`config.mk`:
```
export PLATFORM = sky130hd
export DESIGN_NAME = tile_draw_arbiter
export DESIGN_NICKNAME = d
export VERILOG_FILES = /design/src/rtl/tile_draw_arbiter.sv
export SDC_FILE = /design/constraint.sdc
export NUM_CORES = 1
export LEC_CHECK = 0
export ABC_AREA = 1
export CAP_MARGIN = 20
export CORE_UTILIZATION = 45
export DETAILED_ROUTE_END_ITERATION = 6
export GPL_TIMING_DRIVEN = 0
export PLACE_DENSITY = 0.77
export SYNTH_ARGS = -nofsm -noshare
export SYNTH_HDL_FRONTEND = slang
export SYNTH_SLANG_ARGS = --single-unit
```
`constraint.sdc`:
```
create_clock -name clock -period 1.3 [get_ports clock]
set_input_delay 0.26 -clock clock [delete_from_list [all_inputs] [get_ports clock]]
set_output_delay 0.26 -clock clock [all_outputs]
set_load 0.02 [all_outputs]
```
`src/rtl/tile_draw_arbiter.sv`:
```
// tile_draw_arbiter: shares the tile-painting datapath between sequence
// playback (requester 0) and player-input feedback (requester 1).
// One whole-tile command is accepted at a time. The arbiter then sequences
// the load, the PIXELS-long write burst, the done pulse and an optional gap.
// Build option: define ARB_ROUND_ROBIN_EN to alternate grants on a tie;
// otherwise requester 0 always wins a tie.
//
// state | meaning
// IDLE  | waiting for req0/req1; the winner is latched on leaving
// LOAD  | ack to the winner, datapath loads tile coordinates and colour
// DRAW  | PIXELS write cycles, pix_idx counts 0..PIXELS-1
// DONE  | done pulse to the winner
// GAP   | GAP_CYCLES idle cycles before the next grant
module tile_draw_arbiter #(
  parameter int TILE_SIZE  = 8,
  parameter int PIX_W      = 6,
  parameter int GAP_CYCLES = 1
) (
  input  logic             clock,
  input  logic             reset,
  input  logic             req0,
  input  logic [1:0]       tile0,
  input  logic             flash0,
  input  logic             req1,
  input  logic [1:0]       tile1,
  input  logic             flash1,
  output logic             ack0,
  output logic             ack1,
  output logic             done0,
  output logic             done1,
  output logic             ld_tile,
  output logic             ld_flash,
  output logic [1:0]       tile_num,
  output logic             writeEnable,
  output logic             counterEnable,
  output logic [PIX_W-1:0] pix_idx,
  output logic             busy
);

  localparam int PIXELS = TILE_SIZE * TILE_SIZE;
  localparam logic [PIX_W-1:0] PIX_LAST = PIX_W'(PIXELS - 1);
  // The gap timer counts down to zero, so it is loaded with one less than the gap length.
  localparam logic [3:0] GAP_LOAD = (GAP_CYCLES > 0) ? 4'(GAP_CYCLES - 1) : 4'd0;

`ifdef ARB_ROUND_ROBIN_EN
  localparam logic RR_EN = 1'b1;
`else
  localparam logic RR_EN = 1'b0;
`endif

  localparam logic [2:0] IDLE = 3'd0;
  localparam logic [2:0] LOAD = 3'd1;
  localparam logic [2:0] DRAW = 3'd2;
  localparam logic [2:0] DONE = 3'd3;
  localparam logic [2:0] GAP  = 3'd4;

  logic [2:0] state;
  logic [2:0] state_nx;
  logic       grant;
  logic       last_grant;
  logic       flash_q;
  logic       win;
  logic [3:0] gap_cnt;

  // Pick the winner; on a tie, round-robin favours whoever did not win last time.
  always_comb begin
    win = 1'b0;
    if (req0 && req1) win = RR_EN & ~last_grant;
    else if (req1)    win = 1'b1;
  end

  // Next-state decode.
  always_comb begin
    state_nx = state;
    case (state)
      IDLE: if (req0 || req1) state_nx = LOAD;
      LOAD: state_nx = DRAW;
      DRAW: if (pix_idx == PIX_LAST) state_nx = DONE;
      DONE: state_nx = (GAP_CYCLES > 0) ? GAP : IDLE;
      GAP:  if (gap_cnt == 4'd0) state_nx = IDLE;
      default: state_nx = IDLE;
    endcase
  end

  // State, grant capture, pixel counter and gap timer.
  always_ff @(posedge clock) begin
    if (reset) begin
      state      <= IDLE;
      grant      <= 1'b0;
      last_grant <= 1'b1;
      tile_num   <= 2'd0;
      flash_q    <= 1'b0;
      pix_idx    <= '0;
      gap_cnt    <= 4'd0;
    end else begin
      state <= state_nx;
      case (state)
        IDLE: begin
          if (req0 || req1) begin
            grant      <= win;
            last_grant <= win;
            tile_num   <= win ? tile1 : tile0;
            flash_q    <= win ? flash1 : flash0;
          end
        end
        DRAW: pix_idx <= (pix_idx == PIX_LAST) ? '0 : pix_idx + 1'b1;
        DONE: gap_cnt <= GAP_LOAD;
        GAP:  if (gap_cnt != 4'd0) gap_cnt <= gap_cnt - 4'd1;
        default: ;
      endcase
    end
  end

  assign ack0          = (state == LOAD) && !grant;
  assign ack1          = (state == LOAD) &&  grant;
  assign done0         = (state == DONE) && !grant;
  assign done1         = (state == DONE) &&  grant;
  assign ld_tile       = (state == LOAD);
  assign ld_flash      = (state == LOAD) && flash_q;
  assign writeEnable   = (state == DRAW);
  assign counterEnable = (state == DRAW);
  assign busy          = (state != IDLE);

endmodule

```
==> impl_summary.txt <==
----------------------------------------------------
[Hold path]
  Endpoint of the worst hold-timing path ... gap_cnt[3]
  Type of the worst min-delay path ... input pin to flip-flop
  Number of cells on the worst hold path ... 2
  Hold path startpoint ... reset

[Die]
  Horizontal die dimension ... ~46 um
  Starting Density ... 0.498
  Number of ports placed on the die boundary ... 27
  Cell Rows ... 15
  Die ar. ... approximately 0.0022 mm2
  Vert. Die Dim ... 46.4 um
  Area of the core region ... roughly 0.0018 mm2

[Setup path]
  Largest delay share family, worst path ... flip-flops
  WP depth ... 4
  CP peak stage delay ... around 0.38 ns
  Series of cell instances along the critical path ... nor3_4, inv_4, nor2_4, buf_6
  Reg-to-reg startpoint ... gap_cnt[0]
  Register-to-Register Setup Slack ... approximately 0.05 ns
  CP Max Fanout ... 4
  Crit path capture type ... primary output
  Reg-to-reg endpoint ... gap_cnt[2]
  Critical path arrival ... 1.22 ns
  Count of cells along the worst register-to-register path ... 7
  CP bufs+invs ... 2
  Sort of element at the start of the critical path ... flip-flop
  Critical path required time ... 1.04 ns
  Worst setup path category ... flip-flop to primary output
  Cell type of the slowest stage on the worst timing path ... dfxtp_4

[Clocking]
  Number of buffers inserted for hold repair after clock tree synthesis ... 0
  TritonCTS clock tree ... yes
  Clock slew seen by the registers of the worst setup and hold paths ... 0.10 ns
  Clock tree sinks ... 17
  Clock Tree Buf Depth ... 2
  Cts bufs inserted ... 3
  Later-pin clock latency in the skew report ... 0.29 ns
  Root Buffer ... clkbuf_4
  H-Tree Level Count ... 1

[Power and ir drop]
  Power density cells ... 1130 mW/mm2
  Leakage power of the design ... 0.617 nW
  Max rail drop VDD ... 1.14 mV

[Synth]
  Warning count from the yosys run ... 0
  Most area-consuming cells after synthesis ... dfxtp_1 38%, nand2_1 11%, nor2_1 9.3%
  Sequential cell area fraction in the yosys report ... 0.384
  Count of distinct cell types in the synthesized netlist ... 19
  Avg Inst Size Synth ... 6.72 um2
  Register bit total from synthesis ... 17
  Total standard cell area after synthesis ... 887 um2
  Number of nets in the synthesized netlist ... roughly 140
  Post-synthesis cell count ... 132
  Area fraction of the dominant cell type after synthesis ... 0.384
  Library cell occupying the most area in the post-synthesis netlist ... dfxtp_1

[Run status]
  Violations in the final reports ... negative setup slack
  Status ... complete, but fails checks

[Place]
  Area post-placement ... 0.00120 mm2
  Placer congestion estimate ... 0.797
  Sum of net half-perimeters after detailed placement ... roughly 1500 um
  Number of input and output port buffers inserted ... 25

[Global routing]
  Pin count of the biggest net entering global routing ... 10
  Total routing resource utilization after global routing ... 0.225
  Wire length of the first global-routing pass ... between 3000 and 4000 um
  Antenna violations before repair ... 0
  Leftover overflow at the end of global routing ... 0
  Via count of the first global-routing pass ... 835

[Timing]
  F_max ... between 600 and 700 MHz
  Final sum of negative setup slack ... -1.06 ns
  Fin Clk Skew ... 0.00188 ns
  Final critical path time including I/O delays and setup ... 1.48 ns
  Slew HR ... 0.771
  RSZ-0062 raised after global routing ... true
  Least setup slack across all paths after layout ... -0.185 ns
  Final max-slew violation count ... 0
  Final count of hold timing violations ... 0
  Final period utilization ... 1.14
  Total setup violations reported at the end of the flow ... 9
  Worst Max-Slew Pin Slew ... around 0.34 ns

[Route]
  Final routed wire length divided by cell count ... 11.6 um
  Number of vias per cell after detailed routing ... 4.87
  Final routed DRC violation total ... 0
  Final antenna-violating net count ... 0
  Detailed-route via count ... 974
  Iteration count of the initial detailed-routing pass ... 4
  First-iteration detailed-routing DRC count ... 27
  Routed WL ... 2330 um

[Job]
  Max-cap violation count ... 0

[Finish]
  Antenna cells ... 0
  Cell area after layout ... 0.00140 mm2
  Number of nets in the layout ... 188
  Ratio of cells with drive above 1 in the final layout ... 0.337
  Area overhead of the layout relative to synthesis ... 57.3%

----------------------------------------------------
registers in the layout, indices dropped and copies added, names as in the netlist:
name      count
state         3
tile_num      2
gap_cnt       4
pix_idx       6
flash_q       1
grant         1
synthesized netlist by cell type, drive strengths merged:
cell    instances
a21oi          13
ha              2
buf             1
nand3           9
nor2           24
inv            18
dfxtp          17
nand4           3
o21ai           9
clkbuf          1
nor3            2
nand2          32
nand3b          1
worst max-delay path by stage:
stage / endpoint / slack, ns / start
after floorplan: ack0 / 0.02 / state[0]
after global placement: writeEnable / -0.45 / state[1]
after detailed placement: writeEnable / -0.46 / state[1]
after CTS: ack1 / -0.19 / state[1]
after global routing: ld_flash / -0.27 / state[1]
final: ack1 / -0.18 / state[1]
repair_timing:
item | CTS | global route
buffers inserted | 6 | 8
resized for setup | 72 | 22
pin swaps | 4 | 1
setup endpoints to repair | 17 | 24
placed cells by master, fill, tap and decap left out:
cell type	netlist	routed
a21oi_1	12	12
a21oi_4	0	1
buf_4	1	14
buf_6	0	10
clkbuf_1	1	2
clkbuf_2	0	2
clkbuf_4	0	3
clkdlybuf4s15_1	0	3
clkdlybuf4s15_2	0	1
clkdlybuf4s50_1	0	8
dfxtp_1	17	9
dfxtp_2	0	5
dfxtp_4	0	3
dlygate4sd2_1	0	2
ha_1	2	1
ha_2	0	1
inv_1	15	13
inv_2	3	2
inv_4	0	3
nand2_1	27	27
nand2_2	2	1
nand2_4	3	4
nand3_1	9	9
nand3b_1	1	1
nand4_1	3	3
nor2_1	22	16
nor2_2	1	2
nor2_4	1	6
nor3_1	2	1
nor3_4	0	1
o21ai_0	9	8
o21ai_1	0	1
per-layer routing:
metal  vias to the layer above  share of wire  track usage
li1                        510              -            -
met1                       440           0.42        0.239
met2                        22           0.52        0.422
met3                         2          0.055       0.0706
met4                         0         0.0056       0.0529
met5                         -              0            0
final cells by class:
class	instances	area [um2]
plain buffers	2	15.0
clock buffers	4	26.3
fillers	131	388
inverters	18	75.1
multi-input cells	95	534
flip-flops and latches	17	358
well taps	25	31.3
repair buffers	39	355
power breakdown:
group          switching [mW]  total, mW  internal, mW
clock                   0.168      0.288         0.119
combinational           0.356      0.663         0.307
sequential             0.0499      0.624         0.574
total                   0.574       1.57          1.00
through the flow:
stage           util  cells  hold slack [ns]  setup WS, ns  power, mW
2_1_floorplan      -    132            0.460        0.0242      0.948
3_3_place_gp   0.675    182            0.472        -0.452       1.12
3_5_place_dp   0.675    182            0.484        -0.464       1.13
4_1_cts        0.726    192            0.303        -0.191       1.49
5_1_grt        0.782    200            0.348        -0.271       1.66
6_report       0.782    200            0.320        -0.185       1.57
logic make-up after synthesis:
family | synth area share
buffers and inverters | 0.0889
AND/OR/NAND/NOR | 0.371
flip-flops | 0.384
AO/OA/AOI/OAI | 0.128
adder cells (fa/ha/maj) | 0.0282
Note: power is estimated with default switching activity, not from simulation.
